**src/rtl/expmul_dispatch_pkg.sv**
```systemverilog
// Shared types and constants for the expmul initiator: Q4.4 operand type,
// row length, "no max yet" sentinel and the dispatcher state encoding.
`ifndef MAX_SEQ_LENGTH
`define MAX_SEQ_LENGTH 64
`endif

package expmul_dispatch_pkg;
  localparam int SEQ_LEN = `MAX_SEQ_LENGTH;
  localparam int SCORE_W = 8;

  typedef logic signed [SCORE_W-1:0] EXPMUL_DIFF_IN_QT;
  typedef logic [$clog2(`MAX_SEQ_LENGTH)-1:0] KV_IDX_T;

  localparam EXPMUL_DIFF_IN_QT NEG_INF = 8'sh80;

  typedef enum logic {
    IDLE = 1'b0,
    BUSY = 1'b1
  } state_t;
endpackage

```
**src/rtl/expmul_dispatch_req_slot.sv**
```systemverilog
// One expmul request channel: a valid flag set on load and cleared by the
// downstream handshake, plus this-cycle completion and still-pending flags.
module expmul_req_slot (
  input  logic clk,
  input  logic rst,
  input  logic load,
  input  logic rdy,
  output logic vld,
  output logic pending,
  output logic done
);
  logic vld_reg;

  // A load in the same cycle as the handshake wins: the next request follows back-to-back.
  always_ff @(posedge clk) begin
    if (rst)
      vld_reg <= 1'b0;
    else if (load)
      vld_reg <= 1'b1;
    else if (vld_reg && rdy)
      vld_reg <= 1'b0;
  end

  assign vld     = vld_reg;
  assign done    = vld_reg && rdy;
  assign pending = vld_reg && !rdy;
endmodule

```
**src/rtl/expmul_dispatch.sv**
```systemverilog
// Score-side initiator of the expmul interface: tracks the running row max and
// issues paired O-rescale / V-weight requests, one score per cycle when unstalled.
module expmul_dispatch
  import expmul_dispatch_pkg::*;
#(
  parameter int SEQ_LEN = expmul_dispatch_pkg::SEQ_LEN
) (
  input  logic                       clk,
  input  logic                       rst,
  input  logic                       score_vld,
  output logic                       score_rdy,
  input  logic [SCORE_W-1:0]         score,
  output logic                       o_vld,
  input  logic                       o_rdy,
  output logic [SCORE_W-1:0]         o_a,
  output logic [SCORE_W-1:0]         o_b,
  output logic                       v_vld,
  input  logic                       v_rdy,
  output logic [SCORE_W-1:0]         v_a,
  output logic [SCORE_W-1:0]         v_b,
  output logic                       row_first,
  output logic                       row_last,
  output logic [$clog2(SEQ_LEN)-1:0] kv_idx
);
  localparam int CNT_W = $clog2(SEQ_LEN);
  localparam logic [CNT_W-1:0] CNT_LAST = CNT_W'(SEQ_LEN - 1);

  state_t            state_reg, state_next;
  logic [CNT_W-1:0]  cnt_reg;
  EXPMUL_DIFF_IN_QT  m_reg, s, m_new;
  logic              accept, all_clear;
  logic              o_pending, o_done, v_pending, v_done;

  assign s      = score;
  assign accept = score_vld && score_rdy;

  expmul_req_slot u_o_slot (
    .clk(clk), .rst(rst), .load(accept), .rdy(o_rdy),
    .vld(o_vld), .pending(o_pending), .done(o_done)
  );

  expmul_req_slot u_v_slot (
    .clk(clk), .rst(rst), .load(accept), .rdy(v_rdy),
    .vld(v_vld), .pending(v_pending), .done(v_done)
  );

  // Key 0 ignores the stored max, so a NEG_INF score needs no special case.
  always_comb begin
    m_new = s;
    if (cnt_reg != '0 && m_reg > s)
      m_new = m_reg;
  end

  always_ff @(posedge clk) begin
    if (rst)
      state_reg <= IDLE;
    else
      state_reg <= state_next;
  end

  always_comb begin
    state_next = IDLE;
    if (accept || o_pending || v_pending)
      state_next = BUSY;
  end

  always_comb begin
    all_clear = (!o_vld || o_done) && (!v_vld || v_done);
    score_rdy = (state_reg == IDLE) || all_clear;
  end

  always_ff @(posedge clk) begin
    if (rst) begin
      cnt_reg   <= '0;
      m_reg     <= NEG_INF;
      o_a       <= '0;
      o_b       <= '0;
      v_a       <= '0;
      v_b       <= '0;
      row_first <= 1'b0;
      row_last  <= 1'b0;
      kv_idx    <= '0;
    end else if (accept) begin
      o_a       <= (cnt_reg == '0) ? m_new : m_reg;
      o_b       <= m_new;
      v_a       <= s;
      v_b       <= m_new;
      kv_idx    <= cnt_reg;
      row_first <= (cnt_reg == '0);
      row_last  <= (cnt_reg == CNT_LAST);
      if (cnt_reg == CNT_LAST) begin
        cnt_reg <= '0;
        m_reg   <= NEG_INF;
      end else begin
        cnt_reg <= cnt_reg + 1'b1;
        m_reg   <= m_new;
      end
    end
  end
endmodule
```
**config.mk**
```make
export PLATFORM = sky130hd
export DESIGN_NAME = expmul_dispatch
export DESIGN_NICKNAME = d
export VERILOG_FILES = /design/src/rtl/expmul_dispatch_pkg.sv /design/src/rtl/expmul_dispatch_req_slot.sv /design/src/rtl/expmul_dispatch.sv
export SDC_FILE = /design/constraint.sdc
export NUM_CORES = 1
export LEC_CHECK = 0
export BUFFER_PORTS_ARGS = -buffer_cell sky130_fd_sc_hd__buf_2
export CAP_MARGIN = 20
export CORE_ASPECT_RATIO = 0.75
export CORE_MARGIN = 1
export CORE_UTILIZATION = 53
export CTS_CLUSTER_DIAMETER = 60
export DETAILED_ROUTE_END_ITERATION = 10
export GPL_TIMING_DRIVEN = 1
export HOLD_SLACK_MARGIN = 0.15
export PLACE_DENSITY = 0.85
export SLEW_MARGIN = 20
export SYNTH_ARGS = -nofsm -noshare
export SYNTH_HDL_FRONTEND = slang
export SYNTH_HIERARCHICAL = 1
export SYNTH_SLANG_ARGS = --single-unit
```
**constraint.sdc**
```tcl
create_clock -name clk -period 3.1 [get_ports clk]
set_input_delay 0.775 -clock clk [delete_from_list [all_inputs] [get_ports clk]]
set_output_delay 0.775 -clock clk [all_outputs]
set_load 0.1 [all_outputs]
```
# After elaboration in Yosys (flattened, before gate mapping)
# Index checks and enable logic that the tools add are counted.
# W data, S select, Z words.
# totals
ff_bits	49
in_bits	13
out_inout_bits	43
elab_cells	44
# op_classes
addsub	1
order_cmp	1
n_eq_ne	1
n_mux	9
n_bitwise	1
reduce_logical	20
# ops
operator	n
$mux W8	3
$gt A8 B8 Y1	1
$logic_and A1 B1 Y1	7
$add A6 B1 Y6 const B	1
$eq A6 B6 Y1 const B	1
$logic_not A6 Y1	1
$mux W6	1
$reduce_bool A6 Y1	1
$logic_or A1 B1 Y1	5
$mux W1	5
$logic_not A1 Y1	4
$reduce_bool A2 Y1	2
$not A1 Y1	1

# Logic depth before layout (Yosys ltp)
# Gate-level depths: netlist of run 1.
# logic_depth
depth_word	8
depth_mapped	9
mapped_depth_nobuf	8

# Cells and area by module
# Netlist of run 1, hierarchy kept.
# modules_own_cells
module	n_inst	cells_each	area_each_um2	seq_area_each_um2
expmul_dispatch	1	264	2282.2	940.9
expmul_req_slot	2	4	51.3	20.0

# Least setup slack after synthesis of run 1
# No wires, ideal clock.
# synth_path
kind	reg2reg
startpoint	register u_v_slot.vld_reg (netlist: u_v_slot/vld)
endpoint	register m_reg[7]
setup_ps	120
t_arrival_ps	3949
required_ps	2980
setup_slack_ps	-968
stages_incl_launch_ff	8
path_buffers	0
synth_period_minus_slack_ps	4068
cell_sequence	dfxtp_1 -> and2_2 -> nor2b_1 -> o21ai_1 -> o311ai_1 -> mux2i_2 -> nor2_1 -> a211o_1
# synth_via
elab_chain_cells	5
elab_cells_between_ends	6
cone_classes	reduce/logical (6)
# synth_lines
item	line_no	text
from (decl)	expmul_dispatch_req_slot.sv:12	logic vld_reg;
from (signal assigned)	expmul_dispatch_req_slot.sv:17	vld_reg <= 1'b0;
from (signal assigned)	expmul_dispatch_req_slot.sv:19	vld_reg <= 1'b1;
from (signal assigned)	expmul_dispatch_req_slot.sv:21	vld_reg <= 1'b0;
$logic_and A1 B1 Y1	expmul_dispatch_req_slot.sv:25	assign done = vld_reg && rdy;
net v_done	expmul_dispatch.sv:32	logic o_pending, o_done, v_pending, v_done;
$logic_or A1 B1 Y1	expmul_dispatch.sv:68	all_clear = (!o_vld || o_done) && (!v_vld || v_done);
$logic_and A1 B1 Y1	expmul_dispatch.sv:68	
$logic_or A1 B1 Y1	expmul_dispatch.sv:69	score_rdy = (state_reg == IDLE) || all_clear;
net score_rdy	expmul_dispatch.sv:11	output logic score_rdy,
$logic_and A1 B1 Y1	expmul_dispatch.sv:35	assign accept = score_vld && score_rdy;
to (signal assigned)	expmul_dispatch.sv:96	m_reg <= m_new;
to (decl)	expmul_dispatch.sv:30	EXPMUL_DIFF_IN_QT m_reg, s, m_new;
# The timed path passes the listed nets, and every way through them passes these cells.
# A chain may end at the register's enable or synchronous reset.

# Worst setup path in the final report of run 1
# layout_path
startpoint	input port score[5]
endpoint	register v_b[3]
# layout_via
elab_chain_cells	3
# layout_lines
item	line_no	text
from (decl)	expmul_dispatch.sv:12	input logic [SCORE_W-1:0] score,
$gt A8 B8 Y1	expmul_dispatch.sv:50	if (cnt_reg != '0 && m_reg > s)
$logic_and A1 B1 Y1	expmul_dispatch.sv:50	
$mux W8	expmul_dispatch.sv:50	
to (signal assigned)	expmul_dispatch.sv:87	v_b <= m_new;
to (decl)	expmul_dispatch.sv:20	output logic [SCORE_W-1:0] v_b,
# Every way passes these cells.

==> results.cfg, run 1 <==
[routing]
antenna_left = 0
finalWirelength_mm = 4.91
drc = 0
drt_iter0_drc = 102
viasPerCell = 5.35
avgRoutedWirePerCell_um = 13.1
first_pass_iters = 4
vias = 2005

[synthesis]
synth_cells = 272
syn_area_sq_um = 2380
seq_area_frac_synth_pct = 41.1
ys.flop_type = dfxtp_1
synthArstFlopShare_pct = 0
ys_warn_count = 6
ys_ff_latch = 49
synth_edf_count = 0
avgSynthCellArea_sq_um = 8.77
synth_cell_type_count = 43
syn-num-nets = 295

[setup_path]
crit_buf_inv = 3
slowest_delay_ps = 410
crit_slowest_cell = a311oi_2
end_kind = flip-flop
crit_type = in2reg
critical_path.top_delay_family = compound AO/OA/AOI/OAI gates
worstPathRequired_ps = 3300
critPathLaunchType = input port
crit_path_cell_trace = buf_2 > inv_1 > ha_1 > a21oi_1 > o21ai_0 > a311oi_2 > mux2i_2 > buf_4 > and3b_1 > a311oi_1
crit_path_max_fanout = 12
arrival_ps = 2860
r2r_start = m_reg[5]
cp-startpoint = score[5]

[clock_tree]
cts_max_path_buffers = 2
cts_root_buf = clkbuf_8
htreeDepth = 2
clock_latency_ps = 300
cts_resized = 0
cts_tree = built
postCtsSetupRepairBufs = 0
clock_sinks = 49
cts_hold_buf = 0
clkTransAtPathRegs_ps = 100
cts_buffers = 5

[placement]
port_buffers = 55
gp_congestion = 0.784
dp_hpwl_mm = 3.47

[grt]
grt_pass1_wl_mm = 7.79
grt.overflow.total = 0
grt_pass1_vias = 1761
antenna_found_initial = 0
grt_max_degree = 43
grt_usage_pct = 21.2

[sta]
finalCriticalPeriod_ps = 2660
period_share_pct = 85.9
skew_ps = 12.7
slew_violations = 0
tns_ps = 0
hold_violations = 0
max_freq_ghz = 0.375
setup_viol = 0
slew_headroom_pct = 48.8
rsz0062_at_grt = false
worstMarginPinSlew_ps = 768

[layout]
fin_util_pct = 66.8
area_growth_pct = 17.0
final_common_cell = buf_2
fin_nets = 342
diodes = 0
layout_common_cells = 55 x buf_2, 53 x nand2_1, 48 x dfxtp_1
drive_above_1_share_pct = 27.8

[floorplan]
ios = 56
dieArea_sq_um = 4770
core-area_sq_um = 4180
start_util_pct = 57.1
die_h_um = 60.1
die_w_um = 79.5
rows = 20

[run]
cap_violations = 0

[power_and_ir_drop]
p_leak_uw = 0.00133
p_per_area_nw_per_um2 = 718
ir_drop_uv = 613

[hold_path]
hp-start = kv_idx[4]
hold_path.class = reg2reg

[run_status]
outcome = finished, final reports clean
[Yosys cell counts (3+ instances only)]
cell type | count | share of area [%]
a211oi_1 | 11 | 3.5
and3b_2 | 3 | 1.3
clkbuf_1 | 6 | 0.94
inv_1 | 14 | 2.2
buf_2 | 4 | 0.84
mux2i_1 | 15 | 6.3
a21oi_1 | 23 | 4.8
nand2_1 | 53 | 8.3
buf_4 | 8 | 2.5
nor2_1 | 25 | 3.9
dfxtp_1 | 49 | 41
a311oi_1 | 8 | 2.9
ha_1 | 10 | 5.2
and3b_1 | 4 | 1.5
[cell type report]
type / instances / area, sq um
clock inverter: 3 / 68.8
inverter: 15 / 56.3
fill: 347 / 1390
multi-input combinational: 186 / 1220
sequential: 49 / 982
timing repair buffer: 62 / 328
tap: 55 / 68.8
clock buffer: 5 / 68.8
[routing by layer]
metal,global-route usage (%),routed length [um]
met1,26.8,2420
met4,3.64,0
met5,0,0
met3,5.95,176
met2,36.5,2310
[final timing paths]
| check | depth (start not counted) | slack [ps] | to |
|---|---|---|---|
| setup reg to reg | 8 | 720 | v_b[3] |
| hold / removal | 2 | 460 | kv_idx[4] |
| hold reg to reg | 2 | 460 | kv_idx[4] |
| setup / recovery | 10 | 440 | v_b[3] |
[metrics by stage]
step                      cells  power (uW)  hold WS, ps  instance area [sq um]  setup WS (ps)
final                       375        2000          455                   2790            436
after global routing        375        2080          472                   2790            316
after CTS                   375        2010          457                   2790            450
after detailed placement    367        1470          444                   2650            138
after global placement      367        1460          439                   2650            217
after floorplan             272        1380          474                   2400           22.8
[worst min-delay path: stages, from the launching register on]
cell and delay, ps:
dfxtp_1 320, nand2_1 50, a21oi_1 50
[report_power, final]
| group | leakage (uW) | internal [uW] | switching (uW) | total [uW] |
|---|---|---|---|---|
| Combinational | 0.000854 | 160 | 574 | 734 |
| Clock | 0.0000687 | 325 | 222 | 546 |
| Sequential | 0.000403 | 683 | 39.9 | 723 |
| Total | 0.00133 | 1170 | 835 | 2000 |
[cells by family after synthesis]
logic type      Yosys count  synth area share, %
compound gates           52                 15.1
flops                    49                 41.1
simple gates            105                 22.0
xor+xnor                  2                0.735
fa+ha+maj                10                 5.25
buf+inv                  37                 8.29
mux                      17                 7.45
No activity file was read; power rests on OpenSTA's default activity.
==> run 2, diff against run 1 <==
--- a/config.mk
+++ b/config.mk
@@ -5,7 +5,7 @@
 export SDC_FILE = /design/constraint.sdc
 export NUM_CORES = 1
 export LEC_CHECK = 0
-export BUFFER_PORTS_ARGS = -buffer_cell sky130_fd_sc_hd__buf_2
+export BUFFER_PORTS_ARGS = -buffer_cell sky130_fd_sc_hd__buf_4
 export CAP_MARGIN = 20
 export CORE_ASPECT_RATIO = 0.75
 export CORE_MARGIN = 1
==> results.cfg, run 2 (synthesis gave the netlist of run 1 again) <==
[clock_tree]
cts_max_path_buffers = 2
cts_root_buf = clkbuf_8
cts_buffers = 5
cts_hold_buf = 0
cts_resized = 0
clock_sinks = 49
clock_latency_ps = 310
postCtsSetupRepairBufs = 0
cts_tree = built
htreeDepth = 2
clkTransAtPathRegs_ps = 90

[sta]
period_share_pct = 85.6
skew_ps = 5.46
max_freq_ghz = 0.377
tns_ps = 0
rsz0062_at_grt = false
setup_viol = 0
slew_violations = 0
hold_violations = 0
slew_headroom_pct = 71.9
worstMarginPinSlew_ps = 421
finalCriticalPeriod_ps = 2650

[floorplan]
core-area_sq_um = 4180
start_util_pct = 57.1
dieArea_sq_um = 4770
die_h_um = 60.1
die_w_um = 79.5
rows = 20
ios = 56

[layout]
fill_cells = 356
diodes = 0
seqCellArea_sq_um = 982
drive_above_1_share_pct = 27.8
final_common_cell = buf_4
multi_input_area_sq_um = 1220
fin_nets = 343
area_growth_pct = 21.7
layout_common_cells = 63 x buf_4, 53 x nand2_1, 48 x dfxtp_1
fin_util_pct = 69.4

[setup_path]
r2r_end = v_b[4]
regToRegSetupSlack_ps = 710
reg2reg_depth = 8
arrival_ps = 2870
r2r_start = m_reg[3]
critPathLaunchType = input port
end_kind = flip-flop
crit_type = in2reg
worstPathRequired_ps = 3320
crit_path_max_fanout = 12

[routing]
drt_iter0_drc = 70
avgRoutedWirePerCell_um = 13.1
vias = 2009
finalWirelength_mm = 4.92
drc = 0
viasPerCell = 5.36
antenna_left = 0
first_pass_iters = 4

[hold_path]
hold_path_end = v_a[7]
hold_path.class = reg2reg
hp-start = v_a[7]
whs_path_depth = 2

[placement]
dp_hpwl_mm = 3.66
port_buffers = 55
gp_congestion = 0.867

[grt]
grt.overflow.total = 0
antenna_found_initial = 0
grt_max_degree = 43
grt_usage_pct = 22.5
grt_pass1_vias = 1823
grt_pass1_wl_mm = 8.18

[power_and_ir_drop]
p_per_area_nw_per_um2 = 667
p_leak_uw = 0.00133
ir_drop_uv = 422

[run_status]
outcome = finished, final reports clean

[run]
cap_violations = 0
==> run 2: through the flow <==
step	instance area (sq um)	total power (uW)	setup slack, ps	hold WS [ps]	std cells
2_1_floorplan	2400	1380	22.8	474	272
3_3_place_gp	2800	1500	237	442	368
3_5_place_dp	2800	1510	113	450	368
4_1_cts	2900	1950	433	461	375
5_1_grt	2900	2020	249	479	375
6_report	2900	1940	448	456	375
==> run 2: worst max-delay path by stage <==
| stage | startpoint | endpoint | slack [ps] |
|---|---|---|---|
| floorplan | u_o_slot/vld | m_reg[7] | 20 |
| global placement | score[5] | v_b[5] | 240 |
| detailed placement | score[3] | v_b[4] | 110 |
| CTS | score[3] | v_b[4] | 430 |
| global route | score[3] | v_b[4] | 250 |
| finish | score[3] | v_b[4] | 450 |
==> run 2: layout make-up <==
type | count | area share, %
tap | 55 | 2.37
clock buffer | 5 | 2.37
sequential | 49 | 33.9
multi-input combinational | 186 | 42.0
clock inverter | 2 | 1.21
inverter | 15 | 1.94
timing repair buffer | 63 | 16.3
==> run 2: worst max-delay path: stages <==
cell and delay, ps:
buf_4 100, inv_1 40, ha_1 320, a21oi_1 160
o21ai_0 110, a311oi_2 410, mux2i_2 290, buf_4 210
and3b_2 210, a311oi_1 240
==> run 2: power by group <==
part	internal [uW]	switching, uW	total [uW]
combinational	197	575	771
clock	234	205	439
sequential	683	42.6	726
total	1110	822	1940
==> run 2: metal layers <==
metal | global-route usage, % | wire, um | share of wire (%)
met5 | 0 | 0 | 0
met4 | 9.09 | 70 | 1.4
met3 | 5.04 | 218 | 4.4
met2 | 38.1 | 2330 | 47
met1 | 27.8 | 2300 | 47
